===== config.mk =====
export PLATFORM = sky130hd
export DESIGN_NAME = key_history
export DESIGN_NICKNAME = d
export VERILOG_FILES = /design/src/rtl/key_pkg.sv /design/src/rtl/key_history_ram.sv /design/src/rtl/key_history.sv
export SDC_FILE = /design/constraint.sdc
export NUM_CORES = 1
export LEC_CHECK = 0
export CORE_MARGIN = 2
export CORE_UTILIZATION = 56
export DETAILED_ROUTE_END_ITERATION = 6
export GPL_TIMING_DRIVEN = 0
export PLACE_DENSITY_LB_ADDON = 0.2
export REMOVE_ABC_BUFFERS = 1
export SETUP_SLACK_MARGIN = 0.3
export SLEW_MARGIN = 30
export SYNTH_ARGS = -nofsm -noshare
export SYNTH_HDL_FRONTEND = slang
export SYNTH_SLANG_ARGS = --single-unit

===== constraint.sdc =====
create_clock -name clk -period 5.7 [get_ports clk]
set_input_delay 0.855 -clock clk [delete_from_list [all_inputs] [get_ports clk]]
set_output_delay 0.855 -clock clk [all_outputs]
set_load 0.02 [all_outputs]

===== src/rtl/key_pkg.sv =====
// Shared constants for the key history block: default code width, mode encoding
// and display field positions.
package key_pkg;

    localparam int unsigned KEY_CODE_W = 9;

    localparam logic [0:0] LIVE   = 1'b0;
    localparam logic [0:0] BROWSE = 1'b1;

    localparam int unsigned CODE_LSB = 0;
    localparam int unsigned OFFS_LSB = 16;

endpackage


===== src/rtl/key_history_ram.sv =====
// DEPTH x CODE_W history store: one synchronous write port, one asynchronous read port.
module key_history_ram #(
    parameter int unsigned CODE_W = 9,
    parameter int unsigned DEPTH  = 8,
    localparam int unsigned AW    = $clog2(DEPTH)
) (
    input  logic              clk,
    input  logic              we,
    input  logic [AW-1:0]     waddr,
    input  logic [CODE_W-1:0] wdata,
    input  logic [AW-1:0]     raddr,
    output logic [CODE_W-1:0] rdata
);

    logic [CODE_W-1:0] mem [DEPTH];

    always_ff @(posedge clk) begin
        if (we) begin
            mem[waddr] <= wdata;
        end
    end

    assign rdata = mem[raddr];

endmodule


===== src/rtl/key_history.sv =====
// Circular key-code history with saturating counter and a LIVE/BROWSE display image
// for the 8-digit display driver.
module key_history
    import key_pkg::*;
#(
    parameter int unsigned CODE_W      = KEY_CODE_W,
    parameter int unsigned DEPTH       = 8,
    parameter int unsigned COUNT_W     = 16,
    parameter int unsigned TIMEOUT_CYC = 100_000_000
) (
    input  logic                     clk,
    input  logic                     reset,
    input  logic [CODE_W-1:0]        key_code,
    input  logic                     kc_valid,
    input  logic                     clear,
    input  logic                     scroll_up,
    input  logic                     scroll_down,
    output logic [COUNT_W-1:0]       key_count,
    output logic [$clog2(DEPTH):0]   fill,
    output logic                     browsing,
    output logic [31:0]              display,
    output logic [7:0]               digit_enable
);

    localparam int unsigned PTR_W  = $clog2(DEPTH);
    localparam int unsigned FILL_W = PTR_W + 1;
    localparam int unsigned TMR_W  = $clog2(TIMEOUT_CYC);
    localparam logic [TMR_W-1:0] TMR_MAX = TMR_W'(TIMEOUT_CYC - 1);

    logic [0:0]         state_q, state_d;
    logic [PTR_W-1:0]   offset_q, offset_d;
    logic [PTR_W-1:0]   wr_ptr_q, wr_ptr_d;
    logic [FILL_W-1:0]  fill_q, fill_d;
    logic [COUNT_W-1:0] count_q, count_d;
    logic [TMR_W-1:0]   timer_q, timer_d;
    logic [31:0]        display_q, display_d;
    logic [7:0]         digit_enable_q, digit_enable_d;

    logic               wr_en;
    logic [PTR_W-1:0]   rd_idx;
    logic [CODE_W-1:0]  ram_rdata;
    logic [CODE_W-1:0]  entry;

    assign wr_en = kc_valid && !clear && !reset;

    always_comb begin
        state_d  = state_q;
        offset_d = offset_q;
        wr_ptr_d = wr_ptr_q;
        fill_d   = fill_q;
        count_d  = count_q;
        timer_d  = timer_q;
        if (clear) begin
            state_d  = LIVE;
            offset_d = '0;
            wr_ptr_d = '0;
            fill_d   = '0;
            count_d  = '0;
            timer_d  = '0;
        end else begin
            // Timer saturates so a write landing on the expiry cycle still times out next cycle.
            if (state_q == BROWSE && timer_q != TMR_MAX) begin
                timer_d = timer_q + TMR_W'(1);
            end
            if (kc_valid) begin
                wr_ptr_d = wr_ptr_q + PTR_W'(1);
                if (fill_q != FILL_W'(DEPTH)) fill_d = fill_q + FILL_W'(1);
                if (!(&count_q)) count_d = count_q + COUNT_W'(1);
                if (state_q == BROWSE && offset_q != PTR_W'(DEPTH - 1)) begin
                    offset_d = offset_q + PTR_W'(1);
                end
            end else if (scroll_up) begin
                if (state_q == LIVE) begin
                    if (fill_q >= FILL_W'(2)) begin
                        state_d  = BROWSE;
                        offset_d = PTR_W'(1);
                        timer_d  = '0;
                    end
                end else begin
                    if ((FILL_W'(offset_q) + FILL_W'(1)) < fill_q) begin
                        offset_d = offset_q + PTR_W'(1);
                    end
                    timer_d = '0;
                end
            end else if (scroll_down) begin
                if (state_q == BROWSE) begin
                    if (offset_q == PTR_W'(1)) begin
                        state_d  = LIVE;
                        offset_d = '0;
                    end else begin
                        offset_d = offset_q - PTR_W'(1);
                    end
                    timer_d = '0;
                end
            end else if (state_q == BROWSE && timer_q == TMR_MAX) begin
                state_d  = LIVE;
                offset_d = '0;
                timer_d  = '0;
            end
        end
    end

    // Display is built from next state; a same-cycle write is forwarded past the RAM.
    assign rd_idx = wr_ptr_d - PTR_W'(1) - offset_d;
    assign entry  = (wr_en && rd_idx == wr_ptr_q) ? key_code : ram_rdata;

    always_comb begin
        display_d      = '0;
        digit_enable_d = '0;
        if (fill_d != '0) begin
            display_d[CODE_LSB +: CODE_W] = entry;
            if (state_d == BROWSE) display_d[OFFS_LSB +: PTR_W] = offset_d;
            digit_enable_d = {3'b000, state_d == BROWSE, 1'b0, entry[CODE_W-1], 2'b11};
        end
    end

    key_history_ram #(
        .CODE_W (CODE_W),
        .DEPTH  (DEPTH)
    ) u_ram (
        .clk   (clk),
        .we    (wr_en),
        .waddr (wr_ptr_q),
        .wdata (key_code),
        .raddr (rd_idx),
        .rdata (ram_rdata)
    );

    always_ff @(posedge clk) begin
        if (reset) begin
            state_q        <= LIVE;
            offset_q       <= '0;
            wr_ptr_q       <= '0;
            fill_q         <= '0;
            count_q        <= '0;
            timer_q        <= '0;
            display_q      <= '0;
            digit_enable_q <= '0;
        end else begin
            state_q        <= state_d;
            offset_q       <= offset_d;
            wr_ptr_q       <= wr_ptr_d;
            fill_q         <= fill_d;
            count_q        <= count_d;
            timer_q        <= timer_d;
            display_q      <= display_d;
            digit_enable_q <= digit_enable_d;
        end
    end

    assign key_count    = count_q;
    assign fill         = fill_q;
    assign browsing     = (state_q == BROWSE);
    assign display      = display_q;
    assign digit_enable = digit_enable_q;

endmodule

Word level (Yosys, flattened, before mapping):

Memories as Yosys holds them, arrays and structs flattened.
Cells that the tools add are included.

* $add $sub $neg: 9
* $lt $le $gt $ge: 2
* equal/unequal tests: 6
* muxes and demuxes: 37
* bitwise gates (word level): 3
* reduce and logical (&&, ||, !) cells: 14

Operators with widths (count)
* $mux 27: 8
* $mux 3: 13
* $add 27x1->27 const B: 1
* $eq 27x27->1 const B: 1
* $ne 27x27->1 const B: 1
* $add 16x1->16 const B: 1
* $reduce_and 16->1: 1
* $mux 4: 3
* $mux 1: 11
* $mux 9: 1
* $add 3x1->3 const B: 2
* $logic_and 1x1->1: 6
* $sub 3x1->3 const B: 2
* $add 3x1->4 const B: 1
* $add 4x1->4 const B: 1
* $ge 4x2->1 const B: 1
* $lt 4x4->1: 1
* $ne 4x4->1 const B: 1
* $reduce_bool 4->1: 1
* $reduce_or 2->1: 2
* $eq 3x1->1 const B: 1
* $eq 3x3->1: 1
* $ne 3x3->1 const B: 1
* $not 1->1: 3
* other kinds (5): 6

* register bits after elaboration: 94
* memory bits (writable): 72
* bits of input ports: 15
* logic and storage cells: 83
* memories kept: 1

Memory list
* u_ram.mem: words 8, width 9, read ports 1, clocked after Yosys merged registers in 0, write ports 1, RTL line key_history_ram.sv:15 `logic [CODE_W-1:0] mem [DEPTH];`

Logic depth before layout (Yosys ltp):

* word-level depth: 11
* depth in mapped cells: 22

By module:

From an unflattened synthesis, not the netlist that was laid out.

* cells, all modules: 607
* area, all modules: 6945.4 µm²

By module, submodules not included
* key_history: times used 1, cells each 490, area each 4106.4 µm²
* key_history_ram: times used 1, cells each 117, area each 2839.0 µm²

Worst setup path after synthesis:

No wires, ideal clock.

* path type: reg2reg
* start: register offset_q[0]
* end: register display_q[2] (netlist: display[2])
* data arrival time: 4.599 ns
* data required time: 5.580 ns
* path slack: 0.981 ns
* cell stages (with the launch flop): 21
* buffers on the path: 2
* cells stage by stage: dfxtp_1 > ha_1 > ha_1 > ha_1 > or3_1 > o22a_1 > a21oi_1 > nor3_1 > o21ai_0 > o21ai_0 > or2_2 > ha_1 > fa_1 > clkbuf_1 > xnor2_1 > nand4_1 > nor4b_1 > a21oi_1 > clkbuf_1 > o2111a_1 > a211o_1

* word-level cells in the longest chain between the ends: 11
* elaborated cells between the ends (all ways): 23
* classes of those cells: add/sub (4); order compare (1); eq/ne (3); mux (12); reduce/logical (2); memory (1)

Ends and longest elaborated chain
* start, declared: RTL line key_history.sv:31 `logic [PTR_W-1:0] offset_q, offset_d;`
* start signal, assigned: RTL line key_history.sv:141 `offset_q <= offset_d;`
* $add 3x1->4 (tied with other cells): RTL line key_history.sv:80 `if ((FILL_W'(offset_q) + FILL_W'(1)) < fill_q) begin`
* $lt 4x4->1 / $mux 3 (equally long branches): RTL line key_history.sv:80, key_history.sv:87
* $mux 3 (on tied branches): RTL line key_history.sv:80, key_history.sv:86
* $mux 3 (on tied branches): RTL line key_history.sv:73, key_history.sv:85
* $mux 3: RTL line key_history.sv:72 `end else if (scroll_up) begin`
* $mux 3 (*): RTL line key_history.sv:65 `if (kc_valid) begin`
* $mux 3 (*): RTL line key_history.sv:53 `if (clear) begin`
* $sub 3x3->3 (*): RTL line key_history.sv:104 `assign rd_idx = wr_ptr_d - PTR_W'(1) - offset_d;`
* branches (longest 2 deep; another with $mem_v2 8x9)
* $mux 9 (*): RTL line key_history.sv:105 `assign entry = (wr_en && rd_idx == wr_ptr_q) ? key_code : ram_rdata;`
* end signal, assigned: RTL line key_history.sv:146 `display_q <= display_d;`
* end, declared: RTL line key_history.sv:36 `logic [31:0] display_q, display_d;`

Every way passes the cells marked *.
A chain may end at the register's enable or synchronous reset.

Final worst setup path:

* start: register offset_q[1]
* end: register digit_enable_q[2] (netlist: digit_enable[2])

* word-level cells in the longest chain between the ends: 11
* elaborated cells between the ends (all ways): 23
* classes of those cells: add/sub (4); order compare (1); eq/ne (3); mux (12); reduce/logical (2); memory (1)

Ends and longest elaborated chain
* $add 3x1->4 (tied with other cells): RTL line key_history.sv:80
* $lt 4x4->1 / $mux 3 (equally long branches): RTL line key_history.sv:80, key_history.sv:87
* $mux 3 (on tied branches): RTL line key_history.sv:80, key_history.sv:86
* $mux 3 (on tied branches): RTL line key_history.sv:73, key_history.sv:85
* $mux 3: RTL line key_history.sv:72
* $mux 3 (*): RTL line key_history.sv:65
* $mux 3 (*): RTL line key_history.sv:53
* $sub 3x3->3 (*): RTL line key_history.sv:104
* branches (longest 2 deep; another with $mem_v2 8x9)
* $mux 9 (*): RTL line key_history.sv:105
* end signal, assigned: RTL line key_history.sv:147 `digit_enable_q <= digit_enable_d;`
* end, declared: RTL line key_history.sv:37 `logic [7:0] digit_enable_q, digit_enable_d;`

Marked as above.

==> impl_metrics.json <==
{
  "placementRows": 39,
  "numCtsBuffers": 17,
  "synth.avg_cell_area_um2": 11.20,
  "synthArstFlopShare_pct": 0,
  "gr-total-overflow": 0,
  "gp_congestion": 0.8765,
  "grt_antenna_before_repair": 0,
  "ant_nets": 0,
  "drv_slew": 0,
  "status": "complete, but fails checks",
  "num_vias": 4827,
  "clock_latency_ns": 0.42,
  "nNetsFinal": 671,
  "setup-tns-final_ns": 0,
  "drv_cap": 0,
  "yosysWarnings": 0,
  "grt_pass1_vias": 4561,
  "cp.required_ns": 6.01,
  "place_ws_ns": -1.083,
  "crit_type": "reg -> reg",
  "seq_area_frac_synth_pct": 52.85,
  "viasPerCell": 6.056,
  "io_pins": 76,
  "syn_area_um2": 6666,
  "ys.flop_type": "edfxtp_1",
  "initial_core_util_pct": 57.89,
  "drive_gt1_share_pct": 14.68,
  "grt.busiest_layer": "met2",
  "synth.distinct_cells": 70,
  "worstPathArrival_ns": 5.36,
  "dieArea_um2": 12790,
  "antennaDiodeCount": 0,
  "clock_path_buffers": 2,
  "cts.sinks": 140,
  "grt_setup_unrepaired": "false",
  "core_um2": 11520,
  "cts_max_level": 4,
  "violations": "design-rule violations",
  "dp_hpwl_um": 9129,
  "irDropWorstVdd_mv": 0.2327,
  "powerDensity_nw_per_um2": 300.0,
  "post-route-period-util_pct": 88.75,
  "die_width_um": 113.1,
  "hold_class": "reg -> reg",
  "track_usage_pct": 23.22,
  "detail_route.drc_violations": 4,
  "wl_per_cell_um": 18.06,
  "clk_pin_slew_ns": 0.06,
  "cp-end-kind": "flop",
  "setup-violations-final": 0,
  "crit_fanout": 19,
  "drtIter0Drc": 338,
  "met3_usage_pct": 6.588,
  "drt_wl_total_um": 14400,
  "slew_headroom_pct": 36.51,
  "synth_edf_count": 72,
  "grt_max_degree": 49,
  "clockRootBuffer": "clkbuf_16",
  "synthCells": 595,
  "hold_buffers": 0,
  "syn_to_final_growth_pct": 17.53,
  "firstDrtPassIters": 7,
  "grtUsageMet1_pct": 29.91,
  "tritoncts": "built",
  "tightest_slew_ns": 0.9524,
  "gr-usage-met2_pct": 37.17,
  "hold_violations": 0,
  "fin_ws_ns": 0.6415,
  "fin_hold_ws_ns": 0.4754,
  "ys_seq_elements": 140,
  "static-leakage-power_nw": 2.768,
  "die_h_um": 113.1,
  "min_period_ns": 5.058,
  "grt_pass1_wl_um": 22970,
  "io_buffers": 51,
  "final_core_util_pct": 68.04,
  "final.setup_skew_ns": 0.008535,
  "max_freq_mhz": 197.7,
  "start_kind": "flop"
}
[logic make-up (layout without fill, tap and decap cells)]
family	Yosys count	in the layout	share of synthesized area, %
simple gates	210	210	16.27
buf+inv	75	111	6.287
fa+ha+maj	15	15	2.928
other cells	1	24	0.05625
flops	140	140	52.85
xor+xnor	21	21	2.759
mux	27	27	7.470
compound gates	106	106	11.37
[sequential cells by signal, summed over array words and instances (netlist names)]
signal        cells
digit_enable      3
offset_q          3
browsing          1
display          11
fill              4
u_ram.mem        72
key_count        16
timer_q          27
wr_ptr_q          3
[cells in the final DEF (no fill, tap or decap), drive strengths merged, types with 8 or more instances in the layout]
cell type / Yosys / final
clkinvlp: 0 / 8
dfxtp: 68 / 68
and3: 21 / 21
nor3: 25 / 25
xor2: 12 / 12
ha: 14 / 14
nand3: 25 / 25
inv: 14 / 14
conb: 1 / 24
edfxtp: 72 / 72
clkbuf: 22 / 21
xnor2: 9 / 9
clkdlybuf4s50: 0 / 50
o21ai: 20 / 20
nand2: 33 / 33
buf: 37 / 13
a21oi: 22 / 22
mux4: 18 / 18
nor2: 60 / 60
a311oi: 15 / 15
nand4: 10 / 10
a221o: 8 / 8
[final cells by class]
cell class | instances | area [um2]
well taps | 143 | 178.9
inverters | 15 | 57.56
clock inverters | 11 | 125.1
repair buffers | 64 | 604.3
flip-flops and latches | 140 | 3523
clock buffers | 21 | 440.4
fillers | 885 | 3681
multi-input cells | 403 | 2905
[routing by layer]
metal / up-vias / wire length (um)
li1: 2288 / -
met1: 2371 / 6247
met2: 135 / 7111
met3: 33 / 713
met4: 0 / 324
met5: - / 0
[synth_stat cells (all sizes together), types with 6 or more instances]
cell / count / share of area [%]
a221o: 8 / 1.2
a21oi: 22 / 1.7
nand2: 33 / 1.9
and3: 21 / 2.1
o21ai: 20 / 1.5
dfxtp: 68 / 20
inv: 14 / 0.79
nor2: 60 / 3.4
a311oi: 15 / 2.0
a31oi: 7 / 0.75
xnor2: 9 / 1.2
nand3: 25 / 1.9
xor2: 12 / 1.6
buf: 37 / 3.9
clkbuf: 22 / 1.4
edfxtp: 72 / 32
ha: 14 / 2.6
nor4: 6 / 0.79
mux4: 18 / 6.1
nor3: 25 / 1.9
mux2i: 7 / 1.1
nand4: 10 / 0.94
[what timing repair did]
item                                    4_1_cts  5_1_grt
endpoints found under the setup margin        9        9
pin swaps                                     1        0
buffers inserted                              1        0
gates resized for setup                       6        3
[metrics by stage]
stage,power [W],cells,area (um2)
after global routing,0.002425,797,7835
after global placement,0.001303,752,7079
after detailed placement,0.001311,764,7219
final,0.002351,797,7835
after CTS,0.002362,797,7805
after floorplan,0.001236,558,6390
[power breakdown]
group	total (W)	internal (W)	leakage [nW]	switching, W
Clock	0.00105	0.000641	0.248	0.000413
Sequential	0.00108	0.00107	1.20	0.00000729
Combinational	0.000220	0.0000919	1.32	0.000128
Total	0.00235	0.00180	2.77	0.000548
[final timing paths]
| kind | start | end | slack, ns | cells after the start |
|---|---|---|---|---|
| setup / recovery | offset_q[1]$_SDFF_PP0_ | digit_enable[2]$_SDFF_PP0_ | 0.64 | 19 |
| hold / removal | timer_q[22]$_SDFF_PP0_ | timer_q[22]$_SDFF_PP0_ | 0.48 | 1 |
| hold reg to reg | timer_q[22]$_SDFF_PP0_ | timer_q[22]$_SDFF_PP0_ | 0.48 | 1 |
| setup reg to reg | offset_q[1]$_SDFF_PP0_ | digit_enable[2]$_SDFF_PP0_ | 0.64 | 19 |
[worst max-delay path, cell delays in order, from the launching register on]
cell	delay, ns
dfxtp_1	0.41
inv_1	0.12
ha_1	0.35
ha_1	0.29
a21boi_0	0.18
o22a_1	0.29
o22ai_1	0.12
a21oi_1	0.19
nor3_1	0.07
o21ai_0	0.15
o21ai_0	0.19
or2_2	0.35
ha_4	0.17
fa_2	0.59
xnor2_1	0.12
nand4_1	0.15
nor3_1	0.37
a21oi_4	0.25
and3_1	0.24
a221o_1	0.33
(Power assumes the default switching activity.)
